===== config.mk =====
export PLATFORM = sky130hd
export DESIGN_NAME = instr_fetch_unit
export DESIGN_NICKNAME = d
export VERILOG_FILES = /design/src/rtl/instr_fetch_unit.sv
export SDC_FILE = /design/constraint.sdc
export NUM_CORES = 1
export LEC_CHECK = 0
export ABC_AREA = 1
export CAP_MARGIN = 20
export CORE_MARGIN = 3
export CORE_UTILIZATION = 40
export CTS_CLUSTER_SIZE = 10
export DETAILED_ROUTE_END_ITERATION = 8
export MAX_ROUTING_LAYER = met4
export PLACE_DENSITY = 0.79
export RECOVER_POWER = 50
export SLEW_MARGIN = 30
export SYNTH_ARGS = -nofsm -noshare
export SYNTH_HDL_FRONTEND = slang
export SYNTH_SLANG_ARGS = --single-unit

===== constraint.sdc =====
create_clock -name i_clk -period 2.5 [get_ports i_clk]
set_input_delay 0.375 -clock i_clk [delete_from_list [all_inputs] [get_ports i_clk]]
set_output_delay 0.375 -clock i_clk [all_outputs]
set_load 0.02 [all_outputs]

===== src/rtl/instr_fetch_unit.sv =====
// MIPS32 instruction-fetch stage: owns the PC, drives combinational imem, fills IF/ID.
// Latency: one edge from PC to IF/ID; redirect costs one bubble; stall freezes PC and IF/ID.
module instr_fetch_unit #(
    parameter logic [31:0] RESET_PC   = 32'h0000_0000,
    parameter logic [31:0] PROG_BYTES = 32'h0000_000C
) (
    input  logic        i_clk,
    input  logic        i_rst_n,
    input  logic        i_stall,
    input  logic        i_branch_taken,
    input  logic [31:0] i_branch_target,
    input  logic        i_jump,
    input  logic [25:0] i_jump_target,
    output logic [31:0] o_address,
    input  logic [31:0] i_instruction,
    output logic [31:0] o_if_id_instr,
    output logic [31:0] o_if_id_pc_plus4,
    output logic        o_if_id_valid,
    output logic        o_fault,
    output logic [31:0] o_fetch_count
);

    typedef enum logic {
        S_RUN  = 1'b0,
        S_HALT = 1'b1
    } state_t;

    state_t      r_state;
    state_t      w_state_nxt;

    logic [31:0] r_pc;
    logic [31:0] r_instr;
    logic [31:0] r_pc4;
    logic        r_valid;
    logic        r_fault;
    logic [31:0] r_count;

    logic [31:0] w_pc_nxt;
    logic [31:0] w_instr_nxt;
    logic [31:0] w_pc4_nxt;
    logic        w_valid_nxt;
    logic        w_fault_nxt;
    logic [31:0] w_count_nxt;

    logic [31:0] w_pc_plus4;
    logic [31:0] w_jump_pc;
    logic        w_bad_pc;

    assign w_pc_plus4 = r_pc + 32'd4;
    // J keeps the region bits of the instruction in ID, i.e. the one now in IF/ID.
    assign w_jump_pc  = {r_pc4[31:28], i_jump_target, 2'b00};
    assign w_bad_pc   = (r_pc[1:0] != 2'b00) || (r_pc >= PROG_BYTES);

    always_ff @(posedge i_clk or negedge i_rst_n) begin
        if (!i_rst_n) begin
            r_state <= S_RUN;
            r_pc    <= RESET_PC;
            r_instr <= 32'h0000_0000;
            r_pc4   <= 32'h0000_0000;
            r_valid <= 1'b0;
            r_fault <= 1'b0;
            r_count <= 32'h0000_0000;
        end else begin
            r_state <= w_state_nxt;
            r_pc    <= w_pc_nxt;
            r_instr <= w_instr_nxt;
            r_pc4   <= w_pc4_nxt;
            r_valid <= w_valid_nxt;
            r_fault <= w_fault_nxt;
            r_count <= w_count_nxt;
        end
    end

    // Redirects outrank the fault check so a bad PC on a squashed path never halts.
    always_comb begin
        w_state_nxt = r_state;
        w_pc_nxt    = r_pc;
        w_instr_nxt = r_instr;
        w_pc4_nxt   = r_pc4;
        w_valid_nxt = r_valid;
        w_fault_nxt = r_fault;
        w_count_nxt = r_count;

        case (r_state)
            S_RUN: begin
                if (i_branch_taken) begin
                    w_pc_nxt    = i_branch_target;
                    w_valid_nxt = 1'b0;
                end else if (i_jump) begin
                    w_pc_nxt    = w_jump_pc;
                    w_valid_nxt = 1'b0;
                end else if (w_bad_pc) begin
                    w_state_nxt = S_HALT;
                    w_fault_nxt = 1'b1;
                    w_valid_nxt = 1'b0;
                end else if (!i_stall) begin
                    w_instr_nxt = i_instruction;
                    w_pc4_nxt   = w_pc_plus4;
                    w_valid_nxt = 1'b1;
                    w_pc_nxt    = w_pc_plus4;
                    w_count_nxt = r_count + 32'd1;
                end
            end
            S_HALT: begin
                w_valid_nxt = 1'b0;
            end
            default: begin
                w_state_nxt = S_HALT;
                w_fault_nxt = 1'b1;
                w_valid_nxt = 1'b0;
            end
        endcase
    end

    assign o_address        = r_pc;
    assign o_if_id_instr    = r_instr;
    assign o_if_id_pc_plus4 = r_pc4;
    assign o_if_id_valid    = r_valid;
    assign o_fault          = r_fault;
    assign o_fetch_count    = r_count;

endmodule


==> impl_metrics.yaml <==
outcome:
  outcome: "finished with violations"
  failed_checks: "capacitance limit, slew limit"
synth:
  ys_async_sr_fraction: 1.00
  yosys_most_used_dff: "dfrtp_1"
  synth_top_area_share: 0.453
  ys_types: 29
  synth.ff_latch_count: 131
  yosys_warnings: 0
  yosysTopAreaCell: "dfrtp_1"
  syn_inst: 1051
  seq_area_frac_synth: 0.453
  syn_area_um2: 7230
  synthTopCellsByArea: "dfrtp_1, nand2_1, nor2_1"
  synth_edf_count: 0
  avgSynthCellArea_um2: 6.88
  synth_nets: 1148
setup_path:
  r2r_start: "o_address[2]$_DFFE_PN0P_"
  cp.required_ns: 2.85
  rr_endpoint: "o_if_id_instr[27]$_DFFE_PN0P_"
  cp_max_fo: 29
  critPathLaunch: "o_address[2]$_DFFE_PN0P_"
  critPathKind: "flop to flop"
  reg2reg_depth: 12
  arrival_ns: 2.58
  cp-end-kind: "flop"
  rrSetupSlack_ns: 0.27
  worstSetupEndpoint: "o_if_id_instr[27]$_DFFE_PN0P_"
  critPathLaunchType: "flop"
route:
  drt_first_pass_iters: 4
  vias_per_cell: 4.87
  drt-met1-wl_um: 10400
  routed.top_layer: "met4"
  postRouteAntennaNets: 0
  drt_iter0_drc: 511
  wl_met2_um: 11000
  wl_um: 23500
  vias: 7399
  remaining_drc_errors: 0
  wl_met3_um: 1570
  avgRoutedWirePerCell_um: 15.5
timing:
  min_period_ns: 2.23
  finalCritPeriodShare: 0.891
  fmax_mhz: 449
  tns_ns: 0
  setup_violations: 0
  rsz0062_at_grt: "no"
  final-max-slew-violation-count: 66
  skew_ns: 0.00903
  slew-limit-headroom: -0.177
  hold_viol: 0
  max_slew.worst_pin.slew_ns: 1.77
pwr:
  p_seq_frac: 0.425
  p_sw_frac: 0.217
  power_density_nw_per_um2: 480
  p_switching_mw: 1.08
  max-vdd-ir-drop_uv: 463
  total_power_mw: 4.99
  p_leak_nw: 5.36
  p_clk_frac: 0.515
  p_comb_frac: 0.060
  intPower_mw: 3.91
placed_design:
  gp_congestion: 0.974
  dpl.hpwl_um: 17700
  io_buffers: 224
finish:
  final_util: 0.595
  drive_above_1_share: 0.0565
  regArea_um2: 3280
  syn_to_final_growth_pct: 43.9
  multi_input_area_um2: 3420
  layout_commonest_cell: "nand2_1"
  nets: 1375
  final_cell_mix: "nand2_1, clkdlybuf4s50_1, dfrtp_1, nor2_1, inv_1"
  fillers: 1552
clocking:
  numClockSinks: 131
  cts_setup_buffers: 0
  cts_root_buf: "clkbuf_16"
  clk_pin_slew_ns: 0.06
  clock_insertion_delay_worst_skew_ns: 0.42
  tritoncts: "done"
  cts-htree-levels: 4
  clk_path_buf_depth: 2
  cts_buffers: 17
die:
  row_count: 48
  ios: 225
  core_area_um2: 17500
  die_x_um: 140
  fp.dieH_um: 140
  initial_core_util: 0.414
  die_area_um2: 19700
grt:
  grt_pass1_vias: 7303
  grt_pass1_wl_um: 38500
  grt-ovfl-total: 0
  track_usage: 0.250
  antenna_found_initial: 2
  grt_max_degree: 67
worst_hold_path:
  hold_class: "flop to flop"
run:
  cap_viol_max_count: 1
[metrics by stage]
step	setup WS [ns]	std cells	hold WS (ns)	cell area [µm²]
detailed placement	0.229	1483	0.420	9780
global route	0.107	1518	0.485	10400
global placement	0.312	1483	0.418	9780
CTS	0.306	1516	0.468	10400
finish	0.272	1518	0.458	10400
floorplan	0.548	1051	0.0794	7230
[state kept, by name, indices dropped and copies added, names as in the netlist]
signal            cells
r_state               1
o_if_id_pc_plus4     32
o_fetch_count        32
o_address            32
o_if_id_instr        32
o_fault               1
o_if_id_valid         1
[Yosys cell counts (3+ instances only)]
cell,number
buf_2,18
dfrtp_1,131
nand3b_1,10
buf_6,4
a21oi_1,17
nor2_1,126
nand2_1,471
clkbuf_1,12
xor2_1,22
nand3_1,51
or2_2,10
inv_1,90
xnor2_1,3
o21ai_0,42
nor3_1,20
nand4_1,5
[power by group through the flow]
stage	Sequential (mW)	Combinational, mW	Clock, mW
after floorplan	2.16	0.0765	0
after global placement	2.16	0.301	0
after detailed placement	2.16	0.302	0
after CTS	2.12	0.305	2.61
after global routing	2.12	0.330	2.71
final	2.12	0.300	2.57
[repair_timing]
item                                   4_1_cts  5_1_grt
endpoints found under the hold margin       43        0
hold buffers                                 1        0
gates resized for setup                      0        0
[worst max-delay path: stages, from the launching register on]
cell and delay [ns]:
dfrtp_1 0.44, ha_1 0.32, nor2_1 0.13, nand2_1 0.07, nor2_2 0.10, nand2_1 0.11
nor2_4 0.17, nand2_1 0.10, nor2_4 0.20, buf_12 0.20, buf_12 0.18, nand2_1 0.07
nand2_1 0.06
[final cells by class]
type / count / share of cell area
flip-flops and latches: 131 / 0.315
repair buffers: 246 / 0.237
diodes: 2 / 0.000481
multi-input cells: 791 / 0.329
clock buffers: 19 / 0.0435
clock inverters: 13 / 0.0152
well taps: 225 / 0.0271
inverters: 91 / 0.0328
[worst min-delay path by stage]
stage	start	end	slack [ns]	cells after the start
5_1_grt	i_instruction[31]	o_if_id_instr[31]$_DFFE_PN0P_	0.48	3
3_3_place_gp	i_rst_n	o_address[14]$_DFFE_PN0P_	0.42	1
6_report	o_if_id_pc_plus4[8]$_DFFE_PN0P_	o_if_id_pc_plus4[8]$_DFFE_PN0P_	0.46	2
2_1_floorplan	i_rst_n	o_address[0]$_DFFE_PN0P_	0.08	0
3_5_place_dp	i_rst_n	o_address[14]$_DFFE_PN0P_	0.42	1
4_1_cts	i_instruction[31]	o_if_id_instr[31]$_DFFE_PN0P_	0.47	3
[per-layer routing]
metal | up-vias | track usage
met5 | - | -
met4 | 0 | 0.0765
met3 | 29 | 0.0638
met2 | 268 | 0.384
met1 | 3406 | 0.328
li1 | 3696 | -
[cell families after synthesis]
family	after synthesis	share of synthesized area
adders and majority gates	2	0.00346
xor gates and xnor gates	25	0.0303
AOI/OAI and AO/OA	63	0.0452
muxes	2	0.00277
DFF	131	0.453
buffers and inverters	129	0.0753
and+or+nand+nor	699	0.390
Power figures use the tool's default switching activity.
==> edit 1: new RTL, config.mk and constraints unchanged <==
Reset style: synchronous (`i_rst_n`), changed in one clocked block.
--- a/src/rtl/instr_fetch_unit.sv
+++ b/src/rtl/instr_fetch_unit.sv
@@ -51,7 +51,7 @@
     assign w_jump_pc  = {r_pc4[31:28], i_jump_target, 2'b00};
     assign w_bad_pc   = (r_pc[1:0] != 2'b00) || (r_pc >= PROG_BYTES);
 
-    always_ff @(posedge i_clk or negedge i_rst_n) begin
+    always_ff @(posedge i_clk) begin
         if (!i_rst_n) begin
             r_state <= S_RUN;
             r_pc    <= RESET_PC;
Behaviour: differs if i_rst_n is asserted again (counterexample within 4 cycles, from zero or initial values and one cycle with i_rst_n low); with i_rst_n held inactive, the same outputs for 4 cycles.
==> edit 1 against the original RTL <==
  * Utilization decreased by 0.24 points
  * Non-clock buffer count decreased by 8
  * Synthesized area decreased by 3.2%
  * Setup slack improved by 28 ps
  * Cell area decreased by 3.8%
  * Sequential cell count unchanged
  * Largest cell class unchanged
  * Wire length increased by 0.13%
  * Count of clock-buffer cells in the layout increased by 1
Power is not compared: it rests on default switching activity, and its combinational part moved more than twofold at a synthesized area within 25%.
==> edit 1: results (changes against the original RTL) <==
* Status: finished clean (was finished, violations left)
* Via Count at 7833 (was 7399)
* Synth Area in Compound Gates at 0.116 (was 0.0452)
* Largest net degree at the start of global routing at 72 (was 67)
* Adder-cell share of the synthesized area at 0.00358 (was 0.00346)
* Antenna violations before repair at 1 (was 2)
* HP Start: o_if_id_pc_plus4[15] (was o_if_id_pc_plus4[8])
* Global-route wire length before repair at 38300 um (was 38500 um)
* Met2 Wirelength at 11100 um (was 11000 um)
* HPWL after DPL at 17000 um (was 17700 um)
* Clock Skew at 7.36 ps (was 9.03 ps)
* Reg-to-reg setup timing slack at 300 ps (was 270 ps)
* Grt met3 use at 0.0632 (was 0.0638)
* Total track usage at 0.248 (was 0.250)
* WL met3 at 1630 um (was 1570 um)
* Synth Flop Type: dfxtp_1 (was dfrtp_1)
* Hold endpoint: o_if_id_pc_plus4[15] (was o_if_id_pc_plus4[8])
* Post-synth top cells: nand2_1 (462), nor2_1 (152), dfxtp_1 (131) (was nand2_1 (471), dfrtp_1 (131), nor2_1 (126))
* Placed Instances at 1540 (was 1483)
* Final nets at 1436 (was 1375)
* Xor/xnor share of the synthesized area at 0.0188 (was 0.0303)
* TritonRoute pass-1 iters at 8 (was 4)
* FF-to-FF path depth at 11 (was 12)
* Yosys cell types at 37 (was 29)
* Async SR Flop Fraction at 0 (was 1.00)
==> edit 1: cell count changes in the layout (fill, tap and decap cells not counted), moves of 24 or more <==
cell and delta:
inv_1 -24, nor2_1 +26, a21oi_1 +89, dlygate4sd3_1 +62, clkdlybuf4s50_1 -62, dfrtp_1 -131
dfxtp_1 +131
==> edit 1: per-stage QoR <==
stage | area [um^2] | worst slack (ps) | hold slack, ps
CTS | 10000 | 287 | 438
global route | 10000 | 136 | 453
finish | 10000 | 300 | 434
floorplan | 7000 | 656 | 452
detailed placement | 9420 | 220 | 427
global placement | 9420 | 267 | 425
==> edit 1: area by class of cell <==
| class | instances | area, um^2 |
|---|---|---|
| Clock inverter | 11 | 129 |
| Tap cell | 220 | 275 |
| Timing Repair Buffer | 238 | 2390 |
| Multi-Input combinational cell | 881 | 3860 |
| Inverter | 70 | 265 |
| Clock buffer | 20 | 457 |
| Antenna cell | 1 | 2.50 |
| Fill cell | 1639 | 6870 |
| Sequential cell | 131 | 2620 |
==> edit 2: new RTL, same flow settings <==
Made on the original files. `PROG_BYTES`: 32'h0000_000C -> 32'h00000008.
--- a/src/rtl/instr_fetch_unit.sv
+++ b/src/rtl/instr_fetch_unit.sv
@@ -2,7 +2,7 @@
 // Latency: one edge from PC to IF/ID; redirect costs one bubble; stall freezes PC and IF/ID.
 module instr_fetch_unit #(
     parameter logic [31:0] RESET_PC   = 32'h0000_0000,
-    parameter logic [31:0] PROG_BYTES = 32'h0000_000C
+    parameter logic [31:0] PROG_BYTES = 32'h00000008
 ) (
     input  logic        i_clk,
     input  logic        i_rst_n,
Formal check against the unedited RTL: not equivalent (Yosys sat finds a counterexample within 4 cycles, from zero or initial values and one cycle with i_rst_n low).
==> edit 2 against the original RTL <==
  * The flow still finishes with violations (capacitance limit, slew limit)
  * Synthesized area grew 0.66%
  * Global-route usage shrank 0.78 points
  * Setup slack gained 71 ps
  * Sequential cell count is the same
  * Sequential share of layout area grew 0.18 points
  * Total power shrank 1.8%
  * Combinational power is essentially flat
  * Die area grew 0.63%
  * Wire length shrank 1.4%
  * Sequential power is essentially flat
  * Cell area shrank 0.57%
  * Critical endpoint is now o_address[10]
  * Largest cell class unchanged
==> edit 2: results (changes against the original RTL) <==
* HPWL after DPL at 17400 um (was 17700 um)
* WL/cell at 15.3 um (was 15.5 um)
* HP Start: o_if_id_pc_plus4[27] (was o_if_id_pc_plus4[8])
* Reg2reg end: o_address[10] (was o_if_id_instr[27])
* # fillers at 1648 (was 1552)
* Routability Congestion at 0.943 (was 0.974)
* Maximum vdd drop at 0.434 mV (was 0.463 mV)
* Post-synth top cells: nand2_1 (471), dfrtp_1 (131), nor2_1 (111) (was nand2_1 (471), dfrtp_1 (131), nor2_1 (126))
* Max_cap viols at 1 (unchanged)
* Initial DRC count at 621 (was 511)
* Status: finished, violations left (unchanged)
* Final nets at 1368 (was 1375)
* Vias in the first global route at 7134 (was 7303)
* Ant diodes at 0 (was 2)
* Layout cells sized above 1 at 0.0694 (was 0.0565)
* LEAKAGE at 0.00521 uW (was 0.00536 uW)
* Yosys cell types at 30 (was 29)
* Setup WS pre-CTS at 359 ps (was 229 ps)
* Register area share after synthesis at 0.450 (was 0.453)
* Global-route wire length before repair at 37400 um (was 38500 um)
* Via Count at 7381 (was 7399)
* Placed Area at 0.00976 mm^2 (was 0.00978 mm^2)
* Worst hold slack at 461 ps (was 458 ps)
* Synth area leaders: dfrtp_1 (45%), nand2_1 (24%), nor2_1 (5.7%) (was dfrtp_1 (45%), nand2_1 (24%), nor2_1 (6.5%))
* Failing checks: capacitance limit, slew limit (unchanged)
* Fin. max-slew vios at 31 (was 66)
* FF-to-FF path depth at 11 (was 12)
* Final Util at 0.590 (was 0.595)
* Actual slew at the worst max-slew pin at 1690 ps (was 1770 ps)
* Synthesized net count at 1141 (was 1148)
## edit 2: kinds of logic (layout without fill, tap and decap cells)
kind of cell | Yosys count | after routing | synth area share
muxes | 5 | 5 | 0.00688
AOI/OAI and AO/OA | 58 | 58 | 0.0407
adders and majority gates | 3 | 3 | 0.00516
xor gates and xnor gates | 27 | 27 | 0.0325
and+or+nand+nor | 695 | 695 | 0.391
buffers and inverters | 124 | 364 | 0.0732
DFF | 131 | 131 | 0.450
## edit 2: worst max path at each step
stage	from	to	slack, ps	cells past startpoint
after floorplan	o_address[2]	o_fetch_count[30]	600	12
after global placement	i_jump	o_fetch_count[9]	410	8
after detailed placement	i_jump	o_fetch_count[9]	360	8
after CTS	o_address[2]	o_address[10]	390	11
after global routing	i_rst_n	o_address[6]	130	3
final	o_address[2]	o_address[10]	340	11
## edit 2: worst register-to-register path, stage by stage (launching register included)
cell     delay, ps
dfrtp_1        420
buf_4          180
ha_1           280
nand3_1        240
inv_1          140
nand2_1        140
inv_1          130
or2_2          290
nand3_1         70
a21oi_1         60
nand2_1         60
nand2_1         50
## edit 2: area by class of cell
cell class / instances / area share
well taps: 225 / 0.0272
clock inverters: 15 / 0.0152
flip-flops and latches: 131 / 0.317
clock buffers: 17 / 0.0411
inverters: 88 / 0.0319
repair buffers: 244 / 0.232
multi-input cells: 788 / 0.336
## edit 2: routing by layer
| layer | GRT usage | wire length [um] | vias up |
|---|---|---|---|
| li1 | - | - | 3663 |
| met1 | 0.316 | 10200 | 3456 |
| met2 | 0.378 | 10900 | 228 |
| met3 | 0.0546 | 1470 | 34 |
| met4 | 0.0785 | 572 | 0 |
| met5 | - | 0 | - |
## edit 2: where the power goes
group	switching, uW	internal [uW]
registers	0	2120
logic	131	168
clock network	1080	1410
total	1210	3700
